--- src/rtl/cam_init_sequencer.sv ---
// ---------------------------------------------------------------------------
// cam_init_sequencer
//
// Power-up and configuration sequencer for an OV7670 camera. Walks the camera
// PWDN / RESET# pins through timed phases, fires a single-cycle start into
// cam_config, then waits for cam_config's done level to rise. A config timeout
// triggers a full power cycle and another attempt, up to MAX_RETRIES extra
// attempts, after which the block parks in an error state with the camera
// powered down. cam_ready gates the downstream capture / VGA path.
//
// Ports
//   clk               system clock
//   rst               synchronous reset, active-high
//   init_req          1-cycle request to (re)run the full sequence
//   done_cam_config   completion level from cam_config (rising edge counts)
//   start_cam_config  1-cycle start pulse to cam_config
//   cam_pwdn          camera PWDN pin (1 = powered down)
//   cam_rstn          camera RESET# pin (0 = held in reset)
//   init_busy         sequence in progress (power-down through config wait)
//   cam_ready         camera configured and usable
//   init_error        configuration failed on every attempt
//   retry_cnt         failed config attempts in the current sequence
//
// All outputs come straight from flops; each one is a decode of the next
// state, registered alongside the state itself.
// ---------------------------------------------------------------------------
module cam_init_sequencer #(
    parameter int PWDN_CYCLES    = 1000,
    parameter int RST_LOW_CYCLES = 1000,
    parameter int SETTLE_CYCLES  = 50000,
    parameter int CFG_TIMEOUT    = 2**22,
    parameter int MAX_RETRIES    = 3,
    parameter int AUTO_START     = 1,
    parameter int CNT_W          = 23
) (
    input  logic       clk,
    input  logic       rst,
    input  logic       init_req,
    input  logic       done_cam_config,
    output logic       start_cam_config,
    output logic       cam_pwdn,
    output logic       cam_rstn,
    output logic       init_busy,
    output logic       cam_ready,
    output logic       init_error,
    output logic [3:0] retry_cnt
);

    typedef enum logic [2:0] {
        S_IDLE,
        S_PWDN,
        S_RESET,
        S_SETTLE,
        S_START,
        S_WAIT_CFG,
        S_READY,
        S_ERROR
    } state_t;

    // Timer is loaded with N-1 on entry and the state exits when it reads 0,
    // so every timed state lasts exactly N cycles.
    localparam logic [CNT_W-1:0] PWDN_LOAD   = CNT_W'(PWDN_CYCLES - 1);
    localparam logic [CNT_W-1:0] RST_LOAD    = CNT_W'(RST_LOW_CYCLES - 1);
    localparam logic [CNT_W-1:0] SETTLE_LOAD = CNT_W'(SETTLE_CYCLES - 1);
    localparam logic [CNT_W-1:0] CFG_LOAD    = CNT_W'(CFG_TIMEOUT - 1);
    localparam logic [CNT_W-1:0] TIMER_ONE   = CNT_W'(1);
    localparam logic [3:0]       MAX_RETRY   = 4'(MAX_RETRIES);

    state_t           state_q, state_d;
    logic [CNT_W-1:0] timer_q, timer_d;
    logic [3:0]       retry_q, retry_d;
    logic             done_dly_q;

    logic             start_q, start_d;
    logic             pwdn_q, pwdn_d;
    logic             rstn_q, rstn_d;
    logic             busy_q, busy_d;
    logic             ready_q, ready_d;
    logic             error_q, error_d;

    logic             done_rise;
    logic             timer_zero;

    // done_dly_q tracks the input every cycle, so a level already high when
    // S_WAIT_CFG is entered never looks like a fresh completion.
    assign done_rise  = done_cam_config & ~done_dly_q;
    assign timer_zero = (timer_q == '0);

    // ---------------------------------------------------------------------
    // Next-state / timer / retry logic
    // ---------------------------------------------------------------------
    always_comb begin
        state_d = state_q;
        timer_d = timer_q;
        retry_d = retry_q;

        case (state_q)
            // S_IDLE is only ever reached through reset, so with AUTO_START
            // the sequence begins on the first cycle after reset releases.
            S_IDLE: begin
                if ((AUTO_START != 0) || init_req) begin
                    state_d = S_PWDN;
                    timer_d = PWDN_LOAD;
                    retry_d = '0;
                end
            end

            S_PWDN: begin
                if (timer_zero) begin
                    state_d = S_RESET;
                    timer_d = RST_LOAD;
                end else begin
                    timer_d = timer_q - TIMER_ONE;
                end
            end

            S_RESET: begin
                if (timer_zero) begin
                    state_d = S_SETTLE;
                    timer_d = SETTLE_LOAD;
                end else begin
                    timer_d = timer_q - TIMER_ONE;
                end
            end

            S_SETTLE: begin
                if (timer_zero) begin
                    state_d = S_START;
                    timer_d = '0;
                end else begin
                    timer_d = timer_q - TIMER_ONE;
                end
            end

            S_START: begin
                state_d = S_WAIT_CFG;
                timer_d = CFG_LOAD;
            end

            // A rise on the final timeout cycle still counts as success.
            S_WAIT_CFG: begin
                if (done_rise) begin
                    state_d = S_READY;
                    timer_d = '0;
                end else if (timer_zero) begin
                    if (retry_q < MAX_RETRY) begin
                        retry_d = retry_q + 4'd1;
                        state_d = S_PWDN;
                        timer_d = PWDN_LOAD;
                    end else begin
                        // retry_cnt saturates here and reports the final count.
                        state_d = S_ERROR;
                        timer_d = '0;
                    end
                end else begin
                    timer_d = timer_q - TIMER_ONE;
                end
            end

            S_READY, S_ERROR: begin
                if (init_req) begin
                    state_d = S_PWDN;
                    timer_d = PWDN_LOAD;
                    retry_d = '0;
                end
            end

            default: begin
                state_d = S_IDLE;
                timer_d = '0;
                retry_d = '0;
            end
        endcase
    end

    // ---------------------------------------------------------------------
    // Output decode of the next state; registered with the state so the
    // pins change on the same edge as the state transition.
    // ---------------------------------------------------------------------
    always_comb begin
        start_d = 1'b0;
        pwdn_d  = 1'b0;
        rstn_d  = 1'b1;
        busy_d  = 1'b0;
        ready_d = 1'b0;
        error_d = 1'b0;

        case (state_d)
            S_IDLE: begin
                pwdn_d = 1'b1;
                rstn_d = 1'b0;
            end
            S_PWDN: begin
                pwdn_d = 1'b1;
                rstn_d = 1'b0;
                busy_d = 1'b1;
            end
            S_RESET: begin
                rstn_d = 1'b0;
                busy_d = 1'b1;
            end
            S_SETTLE: begin
                busy_d = 1'b1;
            end
            S_START: begin
                busy_d  = 1'b1;
                start_d = 1'b1;
            end
            S_WAIT_CFG: begin
                busy_d = 1'b1;
            end
            S_READY: begin
                ready_d = 1'b1;
            end
            // A failed camera is left powered down and held in reset.
            S_ERROR: begin
                pwdn_d  = 1'b1;
                rstn_d  = 1'b0;
                error_d = 1'b1;
            end
            default: begin
                pwdn_d = 1'b1;
                rstn_d = 1'b0;
            end
        endcase
    end

    // ---------------------------------------------------------------------
    // State and output registers
    // ---------------------------------------------------------------------
    always_ff @(posedge clk) begin
        if (rst) begin
            state_q    <= S_IDLE;
            timer_q    <= '0;
            retry_q    <= '0;
            done_dly_q <= 1'b0;
            start_q    <= 1'b0;
            pwdn_q     <= 1'b1;
            rstn_q     <= 1'b0;
            busy_q     <= 1'b0;
            ready_q    <= 1'b0;
            error_q    <= 1'b0;
        end else begin
            state_q    <= state_d;
            timer_q    <= timer_d;
            retry_q    <= retry_d;
            done_dly_q <= done_cam_config;
            start_q    <= start_d;
            pwdn_q     <= pwdn_d;
            rstn_q     <= rstn_d;
            busy_q     <= busy_d;
            ready_q    <= ready_d;
            error_q    <= error_d;
        end
    end

    assign start_cam_config = start_q;
    assign cam_pwdn         = pwdn_q;
    assign cam_rstn         = rstn_q;
    assign init_busy        = busy_q;
    assign cam_ready        = ready_q;
    assign init_error       = error_q;
    assign retry_cnt        = retry_q;

endmodule

--- config.mk ---
export PLATFORM = sky130hd
export DESIGN_NAME = cam_init_sequencer
export DESIGN_NICKNAME = d
export VERILOG_FILES = /design/src/rtl/cam_init_sequencer.sv
export SDC_FILE = /design/constraint.sdc
export NUM_CORES = 1
export LEC_CHECK = 0
export ABC_AREA = 1
export CAP_MARGIN = 20
export CORE_ASPECT_RATIO = 0.5
export CORE_UTILIZATION = 60
export CTS_CLUSTER_SIZE = 25
export DETAILED_ROUTE_END_ITERATION = 10
export GPL_ROUTABILITY_DRIVEN = 0
export GPL_TIMING_DRIVEN = 0
export PLACE_DENSITY = 0.81
export RECOVER_POWER = 100
export SKIP_LAST_GASP = 1
export SYNTH_ARGS = -nofsm -noshare
export SYNTH_HDL_FRONTEND = slang
export SYNTH_SLANG_ARGS = --single-unit
export TNS_END_PERCENT = 100
--- constraint.sdc ---
create_clock -name clk -period 2.94 [get_ports clk]
set_input_delay 0.882 -clock clk [delete_from_list [all_inputs] [get_ports clk]]
set_output_delay 0.882 -clock clk [all_outputs]
set_load 0.01 [all_outputs]
Word level (Yosys, flattened, before mapping)
Cells that the tools add are included.
{"block": "word_totals", "output_inout_bits": 10, "elab_cells": 69, "ff_bits": 37, "input_bits": 4}
{"block": "op_classes", "n_eq_ne": 18, "muxes": 27, "order_cmp": 1, "bitwise_logic": 2, "addsub": 2, "reduce_logical": 9}
{"op": "$pmux W23 S7", "n": 1}
{"op": "$mux W23", "n": 6}
{"op": "$eq A3 B3 Y1 const B", "n": 8}
{"op": "$logic_not A23 Y1", "n": 1}
{"op": "$sub A23 B1 Y23 const B", "n": 1}
{"op": "$mux W3", "n": 7}
{"op": "$pmux W3 S7", "n": 1}
{"op": "$mux W4", "n": 4}
{"op": "$eq A3 B2 Y1 const B", "n": 4}
{"op": "$pmux W4 S3", "n": 1}
{"op": "$mux W10", "n": 1}
{"op": "$ne A2 B2 Y1 const B", "n": 4}
{"op": "$eq A3 B1 Y1 const B", "n": 2}
{"op": "$logic_not A3 Y1", "n": 2}
{"op": "$mux W1", "n": 6}
{"op": "$reduce_and A5 Y1", "n": 1}
{"op": "$reduce_or A5 Y1", "n": 1}
{"op": "$add A4 B1 Y4 const B", "n": 1}
{"op": "$lt A4 B2 Y1 const B", "n": 1}
{"op": "$reduce_or A4 Y1", "n": 1}
{"op": "$reduce_bool A3 Y1", "n": 1}
{"op": "$reduce_or A3 Y1", "n": 1}
{"op": "$reduce_or A2 Y1", "n": 1}
{"op": "$and A1 B1 Y1", "n": 1}
{"op": "$not A1 Y1", "n": 1}

Logic depth before layout (Yosys ltp)
Gate-level depths: netlist of run 1.
{"block": "logic_depth", "word_depth": 8, "depth_mapped": 13, "depth_no_buf": 13}

Worst setup path before layout of run 1
No wires, ideal clock.
{"block": "synth_timing", "path_type": "input to register", "startpoint": "in done_cam_config", "endpoint": "reg timer_q[0]", "setup_ns": 0.127, "cell_stages": 9, "t_arrival_ns": 1.669, "setup_slack_ns": 1.145, "required_time_ns": 2.813, "path_buffers": 0, "cell_sequence": "inv_1 -> nor2_1 -> nor2_1 -> nor2_1 -> inv_1 -> o22ai_1 -> nand2_1 -> nand2_1 -> a21oi_1"}
{"block": "synth_between", "elab_chain_len": 3}
{"item": "from (decl)", "line_no": "39", "source": "input logic done_cam_config,"}
{"item": "$and A1 B1 Y1", "line_no": "86", "source": "assign done_rise = done_cam_config & ~done_dly_q;"}
{"item": "$mux W23", "line_no": "142", "source": "if (done_rise) begin"}
{"item": "$pmux W23 S7", "line_no": "97", "source": "case (state_q)"}
{"item": "to (signal assigned)", "line_no": "245", "source": "timer_q <= timer_d;"}
{"item": "to (decl)", "line_no": "70", "source": "logic [CNT_W-1:0] timer_q, timer_d;"}
Every way passes these cells.
A chain may end at the register's enable or synchronous reset.

Final worst setup path of run 1
{"block": "layout_timing", "startpoint": "in done_cam_config", "endpoint": "reg timer_q[11]"}
The elaborated chain is that of the path after synthesis.

==> results.sh, run 1 <==
export IMPL_status="completed"
export IMPL_synth_fp_nets=341
export IMPL_final_common_cell="nand2_1"
export IMPL_place_inst=399
export IMPL_via_per_inst=5.54
export IMPL_maxCapViolCount=0
export IMPL_fin_area_sq_mm=0.00247
export IMPL_min_from="retry_cnt[3]$_SDFFE_PP0P_"
export IMPL_grt_overflow=0
export IMPL_whs_endpoint="retry_cnt[3]$_SDFFE_PP0P_"
export IMPL_initialDrtViolationCount=202
export IMPL_worst_slew_pin_slew_ns=0.649
export IMPL_post_cts_buffers=0
export IMPL_cp_arrival_ns=2.70
export IMPL_final_layout_size_suffix_gt1_frac=0.105
export IMPL_nNetsFinal=361
export IMPL_postRouteAntennaNets=0
export IMPL_fin_crit_ns=2.55
export IMPL_fin_cells=405
export IMPL_antennaDiodeCount=0
export IMPL_final_cell_mix="81 x nand2_1, 45 x nor2_1, 37 x dfxtp_1"
export IMPL_fillers=317
export IMPL_fmax_mhz=393
export IMPL_slew_violations=0
export IMPL_post_drt_wl_per_cell_um=13.6
export IMPL_dr_pass1_iters=5
export IMPL_die_area_sq_mm=0.00400
export IMPL_die_h_um=45.2
export IMPL_drc=0
export IMPL_area_growth_pct=9.99
export IMPL_yosys_warnings=0
export IMPL_finish_utilization=0.703
export IMPL_finalWirelength_um=5520
export IMPL_core_area_sq_mm=0.00351
export IMPL_cts_num_sinks=37
export IMPL_relSlewSlack=0.562
export IMPL_initial_core_util=0.639
export IMPL_cts_path_max_buffers=2
export IMPL_hold_class="reg -> reg"
export IMPL_grt_pass1_wl_um=8820
export IMPL_cts_tree="done"
export IMPL_syn_avg_cell_area_sq_um=6.69
export IMPL_grt_max_degree=11
export IMPL_min_path_cells=2
export IMPL_cts_resized=0
export IMPL_timing_rr_end="timer_q[11]$_SDFFE_PP0P_"
export IMPL_clock_latency_ns=0.29
export IMPL_grt_pass1_vias=1895
export IMPL_synth_area_leader_cell="dfxtp_1"
export IMPL_synth_seq_area_share=0.330
export IMPL_grt_usage=0.302
export IMPL_finalClockSkew_ns=0.00750
export IMPL_yosys_top_cells_area="dfxtp_1 33%, nand2_1 13%, nor2_1 7.4%, a21oi_1 5.8%, inv_1 5.7%"
export IMPL_synth_area_sq_mm=0.00224
export IMPL_finalHoldViolCount=0
export IMPL_h_tree_depth=2
export IMPL_dpl_hpwl_um=3980
export IMPL_period_share=0.866
export IMPL_io_buffers=13
export IMPL_r2r_slack_ns=0.42
export IMPL_root_buffer="clkbuf_8"
export IMPL_dpl_cell_area_sq_mm=0.00244
export IMPL_p_leak_nw=1.16
export IMPL_ir_drop_v=0.000478
export IMPL_io_pins=14
export IMPL_critPathCaptureType="flip-flop"
export IMPL_crit_required_ns=3.10
export IMPL_path_class="in -> reg"
export IMPL_vias=2244
export IMPL_row_count=15
export IMPL_grt_antenna_before_repair=0
export IMPL_critPathLaunchType="input pin"
export IMPL_syn_inst=335
export IMPL_fp_dieW_um=88.5
export IMPL_yosysUniqueCellTypes=34
export IMPL_cts_buffers=5
export IMPL_clkTransAtPathRegs_ns=0.07
export IMPL_synth_top_area_share=0.330
export IMPL_fin_tns_setup_ns=0
export IMPL_finalSetupViolations=0
export IMPL_powerDensity_mw_per_mm2=839
export IMPL_yosys_register_bits=37
export IMPL_worstReg2RegStart="timer_q[0]$_SDFFE_PP0P_"
export IMPL_path_max_fanout=10
export IMPL_holdBufCountCts=0
export IMPL_r2r_cells=11
export IMPL_rsz0062_at_grt="false"
## worst max-delay path by stage
stage / start / cells after the start / to / slack [ns]
floorplan: done_cam_config / 9 / timer_q[0]$_SDFFE_PP0P_ / 1.14
global placement: done_cam_config / 8 / timer_q[11]$_SDFFE_PP0P_ / 0.37
detailed placement: done_cam_config / 8 / timer_q[11]$_SDFFE_PP0P_ / 0.33
CTS: done_cam_config / 8 / timer_q[11]$_SDFFE_PP0P_ / 0.64
global route: timer_q[0]$_SDFFE_PP0P_ / 12 / timer_q[6]$_SDFFE_PP0P_ / 0.27
finish: done_cam_config / 8 / timer_q[11]$_SDFFE_PP0P_ / 0.39
## metrics by stage
step                power, mW  hold WS, ns  worst slack [ns]
floorplan                1.52        0.459              1.14
global placement         1.73        0.449             0.366
detailed placement       1.76        0.447             0.331
CTS                      2.11        0.457             0.639
global route             2.22        0.471             0.273
finish                   2.07        0.454             0.393
## critical path, stage by stage
cell and delay [ns]:
clkdlybuf4s50_1 0.45, inv_1 0.04, nor2_1 0.16, inv_1 0.11, o21ai_0 0.53, inv_2 0.24, a21oi_1 0.20, a21oi_1 0.08
## cells by family after synthesis
kind of cell             synth area share
AO/OA/AOI/OAI                       0.127
XOR/XNOR                           0.0469
adder cells (fa/ha/maj)            0.0112
buffers and inverters              0.0837
flip-flops                          0.330
AND/OR/NAND/NOR                     0.401
## final cells by class
cell class              count  area (sq um)  share of cell area
multi-input cells         250          1270               0.515
flip-flops and latches     37           741               0.300
inverters                  42           158              0.0639
repair buffers             13           130              0.0528
clock buffers               5          68.8              0.0279
well taps                  51          63.8              0.0259
plain buffers               6          30.0              0.0122
clock inverters             1          5.00             0.00203
## report_power, final
part	leakage, nW	switching [mW]	internal (mW)
logic	0.815	0.653	0.349
registers	0.304	0.122	0.609
clock network	0.0399	0.181	0.156
## Yosys cell counts
| cell | count |
|---|---|
| clkbuf_1 | 5 |
| ha_1 | 2 |
| dfxtp_1 | 37 |
| a21oi_1 | 26 |
| nor2_1 | 44 |
| nand3b_1 | 1 |
| nand2_1 | 78 |
| inv_1 | 34 |
| nand3_4 | 1 |
| nand4_1 | 5 |
| a21boi_2 | 1 |
| o211ai_1 | 1 |
| inv_2 | 7 |
| buf_6 | 1 |
| clkinv_1 | 1 |
| or2_2 | 1 |
| o22ai_1 | 1 |
| xor2_1 | 8 |
| nand2_2 | 5 |
| xnor2_1 | 4 |
| o21ai_0 | 14 |
| nand3_2 | 2 |
| o31ai_1 | 1 |
| nor3_2 | 4 |
| a31oi_1 | 6 |
| nand3_1 | 23 |
| nand2_4 | 3 |
| or2_0 | 1 |
| nor2_4 | 4 |
| nor3b_2 | 1 |
| o21ai_1 | 3 |
| nor2_2 | 7 |
| nor3_1 | 2 |
| nor2_8 | 1 |
## flip-flops by register name, indices dropped and copies added (netlist names)
signal / flops
timer_q: 23
retry_cnt: 4
state_q: 3
cam_pwdn: 1
cam_ready: 1
cam_rstn: 1
done_dly_q: 1
init_busy: 1
init_error: 1
start_cam_config: 1
## routing by layer
| metal | vias to the layer above | wire, um | track usage | share of wire |
|---|---|---|---|---|
| li1 | 1112 | - | - | - |
| met1 | 1026 | 2560 | 0.420 | 0.46 |
| met5 | - | 0 | 0 | 0 |
| met4 | 0 | 51 | 0.0968 | 0.0092 |
| met3 | 5 | 532 | 0.0603 | 0.096 |
| met2 | 101 | 2380 | 0.478 | 0.43 |
(Power assumes the default switching activity.)
==> run 2: changes to the inputs <==
--- a/config.mk
+++ b/config.mk
@@ -8,6 +8,7 @@
 export ABC_AREA = 1
 export CAP_MARGIN = 20
 export CORE_ASPECT_RATIO = 0.5
+export CORE_MARGIN = 2
 export CORE_UTILIZATION = 60
 export CTS_CLUSTER_SIZE = 25
 export DETAILED_ROUTE_END_ITERATION = 10
@@ -15,7 +16,6 @@
 export GPL_TIMING_DRIVEN = 0
 export PLACE_DENSITY = 0.81
 export RECOVER_POWER = 100
-export SKIP_LAST_GASP = 1
 export SYNTH_ARGS = -nofsm -noshare
 export SYNTH_HDL_FRONTEND = slang
 export SYNTH_SLANG_ARGS = --single-unit
==> run 2 against run 1 <==
Compared with the run above:
- non-clock buffer count unchanged
- fmax decreased by 0.16%
- critical path depth unchanged
- combinational power about the same
- clock-buffer cell count increased by 2
- total power increased by 1.9%
- register-to-register slack improved by 0.03 ns
- utilization increased by 0.57 points
- hold slack improved by 0.0028 ns
- via count decreased by 1.2%
- flip-flop and latch count unchanged
==> results.sh, run 2 (synthesized netlist as in run 1, its figures left out) <==
export IMPL_status="completed"
export IMPL_period_share=0.868
export IMPL_grt_antenna_before_repair=0
export IMPL_wl_met2_um=2270
export IMPL_dr_pass1_iters=5
export IMPL_io_buffers=13
export IMPL_initialDrtViolationCount=158
export IMPL_relSlewSlack=0.552
export IMPL_h_tree_depth=2
export IMPL_final_common_cell="nand2_1"
export IMPL_drc=0
export IMPL_grt_overflow=0
export IMPL_finalWirelength_um=5450
export IMPL_p_leak_nw=1.16
export IMPL_root_buffer="clkbuf_8"
export IMPL_largest_reg_flops=23
export IMPL_endpoint="timer_q[11]$_SDFFE_PP0P_"
export IMPL_maxCapViolCount=0
export IMPL_grt_pass1_wl_um=8850
export IMPL_holdBufCountCts=0
export IMPL_ir_drop_v=0.000404
export IMPL_regMostFlops="timer_q"
export IMPL_grt_max_degree=11
export IMPL_grt_pass1_vias=1869
export IMPL_setup_slack_ns=0.389
export IMPL_place_ws_ns=0.358
export IMPL_cts_path_max_buffers=2
export IMPL_dpl_hpwl_um=4050
export IMPL_critPathCaptureType="flip-flop"
export IMPL_worstReg2RegStart="timer_q[0]$_SDFFE_PP0P_"
export IMPL_final_layout_size_suffix_gt1_frac=0.104
export IMPL_finalClockSkew_ns=0.00975
export IMPL_cpPeakStageDelay_ns=0.55
export IMPL_core_area_sq_mm=0.00351
export IMPL_cp_startpoint="done_cam_config"
export IMPL_rsz0062_at_grt="false"
export IMPL_via_per_inst=5.46
export IMPL_postRouteAntennaNets=0
export IMPL_row_count=15
export IMPL_r2r_slack_ns=0.45
export IMPL_critPathLaunchType="input pin"
export IMPL_fp_dieW_um=90.5
export IMPL_highest_layer="met4"
export IMPL_cp_cell_sequence="clkdlybuf4s50_1 > inv_1 > nor2_1 > inv_1 > o21ai_0 > inv_2 > a21oi_1 > a21oi_1"
export IMPL_post_cts_buffers=0
export IMPL_clock_latency_ns=0.29
export IMPL_r2r_cells=12
export IMPL_finalHoldViolCount=0
export IMPL_fin_crit_ns=2.55
export IMPL_post_drt_wl_per_cell_um=13.4
export IMPL_crit_required_ns=3.10
export IMPL_hold_class="reg -> reg"
export IMPL_powerDensity_mw_per_mm2=848
export IMPL_clkTransAtPathRegs_ns=0.08
export IMPL_cts_resized=0
export IMPL_initial_core_util=0.639
export IMPL_dpl_cell_area_sq_mm=0.00244
export IMPL_fin_area_sq_mm=0.00249
export IMPL_final_cell_mix="80 x nand2_1, 45 x nor2_1, 37 x dfxtp_1"
export IMPL_vias=2218
export IMPL_die_area_sq_mm=0.00427
export IMPL_nNetsFinal=361
export IMPL_timing_rr_end="timer_q[0]$_SDFFE_PP0P_"
export IMPL_slowest_stage="o21ai_0"
export IMPL_cts_tree="done"
export IMPL_drt_met1_wl_um=2700
export IMPL_cts_buffers=5
export IMPL_worst_slew_pin_slew_ns=0.665
export IMPL_cts_num_sinks=37
export IMPL_worst_hold_slack_ns=0.457
export IMPL_fin_tns_setup_ns=0
export IMPL_path_class="in -> reg"
export IMPL_route_met3_wl_um=391
export IMPL_io_pins=14
export IMPL_area_growth_pct=10.9
export IMPL_cp_arrival_ns=2.71
export IMPL_fmax_mhz=392
export IMPL_antennaDiodeCount=0
export IMPL_finalSetupViolations=0
export IMPL_die_h_um=47.2
export IMPL_grt_usage=0.272
export IMPL_slew_violations=0
export IMPL_path_max_fanout=10
[run 2: cell type report]
cell class                 instances  area (sq um)
sequential                        37           741
fill                             309          1020
buffer                             6          30.0
tap                               51          63.8
inverter                          42           158
timing repair buffer              13           130
multi-input combinational        250          1280
clock buffer                       7          86.3
[run 2: worst max-delay path, delay by kind of cell]
kind / cells / cell delay, ns
buf+inv: 4 / 0.85
simple gates: 1 / 0.15
compound gates: 3 / 0.83
[run 2: routing by layer]
metal,track usage,vias up
met1,0.372,1007
li1,-,1117
met2,0.442,81
met5,0,-
met4,0.0923,0
met3,0.0626,13
[run 2: power by group]
part | total (mW) | internal [mW] | switching, mW
registers | 0.730 | 0.609 | 0.121
clock network | 0.366 | 0.186 | 0.180
logic | 1.01 | 0.352 | 0.661
[run 2: how the worst min path moves through the flow]
stage,startpoint,to,cells past startpoint
finish,retry_cnt[3]$_SDFFE_PP0P_,retry_cnt[3]$_SDFFE_PP0P_,2
global route,retry_cnt[3]$_SDFFE_PP0P_,retry_cnt[3]$_SDFFE_PP0P_,2
CTS,retry_cnt[2]$_SDFFE_PP0P_,retry_cnt[2]$_SDFFE_PP0P_,2
detailed placement,retry_cnt[2]$_SDFFE_PP0P_,retry_cnt[2]$_SDFFE_PP0P_,2
global placement,retry_cnt[2]$_SDFFE_PP0P_,retry_cnt[2]$_SDFFE_PP0P_,2
floorplan,timer_q[22]$_SDFFE_PP0P_,timer_q[22]$_SDFFE_PP0P_,2
[run 2: metrics by stage]
stage           util  std cells  power, mW
3_5_place_dp   0.694        399       1.77
3_3_place_gp   0.694        399       1.74
2_1_floorplan      -        335       1.52
5_1_grt        0.708        406       2.27
4_1_cts        0.719        406       2.13
6_report       0.708        406       2.11
==> run 3: changes to the inputs <==
--- a/config.mk
+++ b/config.mk
@@ -10,6 +10,7 @@
 export CORE_ASPECT_RATIO = 0.5
 export CORE_MARGIN = 2
 export CORE_UTILIZATION = 60
+export CTS_CLUSTER_DIAMETER = 200
 export CTS_CLUSTER_SIZE = 25
 export DETAILED_ROUTE_END_ITERATION = 10
 export GPL_ROUTABILITY_DRIVEN = 0
==> constraint.sdc (replaced) <==
create_clock -name clk -period 3.05 [get_ports clk]
set_input_delay 0.915 -clock clk [delete_from_list [all_inputs] [get_ports clk]]
set_output_delay 0.915 -clock clk [all_outputs]
set_load 0.01 [all_outputs]
==> run 3 against run 2 <==
Compared with the run above:
- register-to-register slack gained 0.47 ns
- via count decreased by 0.72%
- clock-buffer cell count is the same
- utilization rose by 0.50 points
- flip-flop and latch count unchanged
- setup slack better by 0.15 ns
- die area is the same
- total power shrank 2.8%
- global-route usage is the same
- clock power shrank 4%
- wire length up 0.48%
- sequential power down 3.7%
- critical endpoint is now timer_q[20]$_SDFFE_PP0P_
- largest cell class unchanged
- highest routed layer unchanged
==> results.sh, run 3 (synthesized netlist as in run 1, its figures left out) <==
export IMPL_status="completed"
export IMPL_path_class="in -> reg"
export IMPL_grt_pass1_wl_um=8850
export IMPL_grt_usage=0.272
export IMPL_r2r_slack_ns=0.92
export IMPL_final_cell_mix="78 x nand2_1, 44 x nor2_1, 37 x inv_1, 37 x dfxtp_1, 26 x a21oi_1"
export IMPL_fin_tns_setup_ns=0
export IMPL_die_area_sq_mm=0.00427
export IMPL_final_layout_size_suffix_gt1_frac=0.104
export IMPL_grt_max_degree=11
export IMPL_drc=0
export IMPL_ir_drop_v=0.000386
export IMPL_place_inst=399
export IMPL_r2r_cells=13
export IMPL_period_share=0.824
export IMPL_row_count=15
export IMPL_slowest_stage="dlygate4sd3_1"
export IMPL_area_growth_pct=11.7
export IMPL_dpl_hpwl_um=4050
export IMPL_cts_path_max_buffers=2
export IMPL_setup_slack_ns=0.536
export IMPL_rsz0062_at_grt="false"
export IMPL_post_drt_wl_per_cell_um=13.5
export IMPL_grt_pass1_vias=1869
export IMPL_fin_cells=406
export IMPL_path_max_fanout=10
export IMPL_finalSetupViolations=0
export IMPL_swShare=0.459
export IMPL_cpPeakStageDelay_ns=0.52
export IMPL_regMostFlops="timer_q"
export IMPL_power_frac_comb=0.485
export IMPL_worst_slew_pin_slew_ns=0.591
export IMPL_fp_dieW_um=90.5
export IMPL_grt_antenna_before_repair=0
export IMPL_maxCapViolCount=0
export IMPL_powerDensity_mw_per_mm2=818
export IMPL_finalClockSkew_ns=0.0128
export IMPL_holdBufCountCts=0
export IMPL_h_tree_depth=2
export IMPL_initial_core_util=0.639
export IMPL_postRouteAntennaNets=0
export IMPL_place_ws_ns=0.435
export IMPL_dr_pass1_iters=5
export IMPL_root_buffer="clkbuf_8"
export IMPL_post_cts_buffers=0
export IMPL_cp_top_family="buffers and inverters"
export IMPL_crit_required_ns=3.24
export IMPL_clock_latency_ns=0.29
export IMPL_relSlewSlack=0.606
export IMPL_cts_buffers=5
export IMPL_io_pins=14
export IMPL_internal_power_mw=1.11
export IMPL_via_per_inst=5.42
export IMPL_nNetsFinal=361
export IMPL_hold_class="reg -> reg"
export IMPL_io_buffers=13
export IMPL_cts_tree="done"
export IMPL_critPathCaptureType="flip-flop"
export IMPL_cts_num_sinks=37
export IMPL_multi_input_comb_area_sq_mm=0.00129
export IMPL_largest_reg_flops=23
export IMPL_clockPowerShare=0.172
export IMPL_fillers=306
export IMPL_grt_overflow=0
export IMPL_finalWirelength_um=5480
export IMPL_cts_resized=0
export IMPL_crit_buf_inv=5
export IMPL_critical_path_depth=10
export IMPL_cp_arrival_ns=2.71
export IMPL_finalHoldViolCount=0
export IMPL_min_path_cells=2
export IMPL_initialDrtViolationCount=176
export IMPL_slew_violations=0
export IMPL_core_area_sq_mm=0.00351
export IMPL_fmax_mhz=398
export IMPL_antennaDiodeCount=0
export IMPL_vias=2202
export IMPL_cp_cell_sequence="dlygate4sd3_1 > inv_1 > nor2_1 > inv_1 > o21ai_1 > inv_1 > nand3_1 > nand3_1 > nand2_1 > inv_1"
export IMPL_fin_crit_ns=2.51
export IMPL_p_sw_mw=0.940
export IMPL_p_leak_nw=1.19
export IMPL_seq_area_sq_um=741
export IMPL_die_h_um=47.2
export IMPL_critPathLaunchType="input pin"
export IMPL_final_common_cell="nand2_1"
export IMPL_clkTransAtPathRegs_ns=0.07
export IMPL_seqPwrFrac=0.343
export IMPL_cp_common_cell="inv_1"
-- run 3: cell count changes in the layout (fill, tap and decap cells not counted), moves of 2 or more --
cell,previous run,this run
o21ai_0,16,14
o21ai_1,1,3
nand2_1,80,78
inv_1,35,37
dlygate4sd3_1,11,13
clkdlybuf4s50_1,2,0
-- run 3: power by group through the flow --
stage | combinational (mW) | sequential, mW | clock, mW
after floorplan | 0.766 | 0.697 | 0
after global placement | 0.968 | 0.705 | 0
after detailed placement | 0.995 | 0.710 | 0
after CTS | 1.00 | 0.701 | 0.354
after global routing | 1.11 | 0.716 | 0.375
final | 0.993 | 0.703 | 0.353
-- run 3: stage by stage --
stage / total power, mW / utilization / hold slack (ns) / area (sq um)
5_1_grt: 2.20 / 0.713 / 0.478 / 2500
2_1_floorplan: 1.46 / - / 0.459 / 2240
3_3_place_gp: 1.67 / 0.694 / 0.448 / 2440
6_report: 2.05 / 0.713 / 0.457 / 2500
3_5_place_dp: 1.71 / 0.694 / 0.451 / 2440
4_1_cts: 2.06 / 0.719 / 0.462 / 2520
-- run 3: layer usage --
metal	global-route usage	part of all wire	up-vias
met1	0.372	0.50	987
met5	0	0	-
met4	0.0923	0.013	0
li1	-	-	1120
met3	0.0626	0.071	11
met2	0.442	0.42	84
-- run 3: final timing paths --
path                                           startpoint                        end
worst min register to register  retry_cnt[3]$_SDFFE_PP0P_  retry_cnt[3]$_SDFFE_PP0P_
worst min-delay path            retry_cnt[3]$_SDFFE_PP0P_  retry_cnt[3]$_SDFFE_PP0P_
worst max register to register    timer_q[0]$_SDFFE_PP0P_   timer_q[20]$_SDFFE_PP0P_
worst max-delay path                      done_cam_config   timer_q[20]$_SDFFE_PP0P_
-- run 3: final cells by class --
class	instances	share of cell area
multi-input cells	250	0.517
well taps	51	0.0255
flip-flops and latches	37	0.296
inverters	42	0.0630
clock buffers	7	0.0345
plain buffers	6	0.0120
repair buffers	13	0.0520
-- run 3: worst reg2reg max path, delay by kind of cell, from the launching register on --
| kind | cells | cell delay, ns |
|---|---|---|
| simple gates | 7 | 0.77 |
| fa+ha+maj | 1 | 0.29 |
| compound gates | 1 | 0.21 |
| flops | 1 | 0.33 |
| buf+inv | 4 | 0.44 |
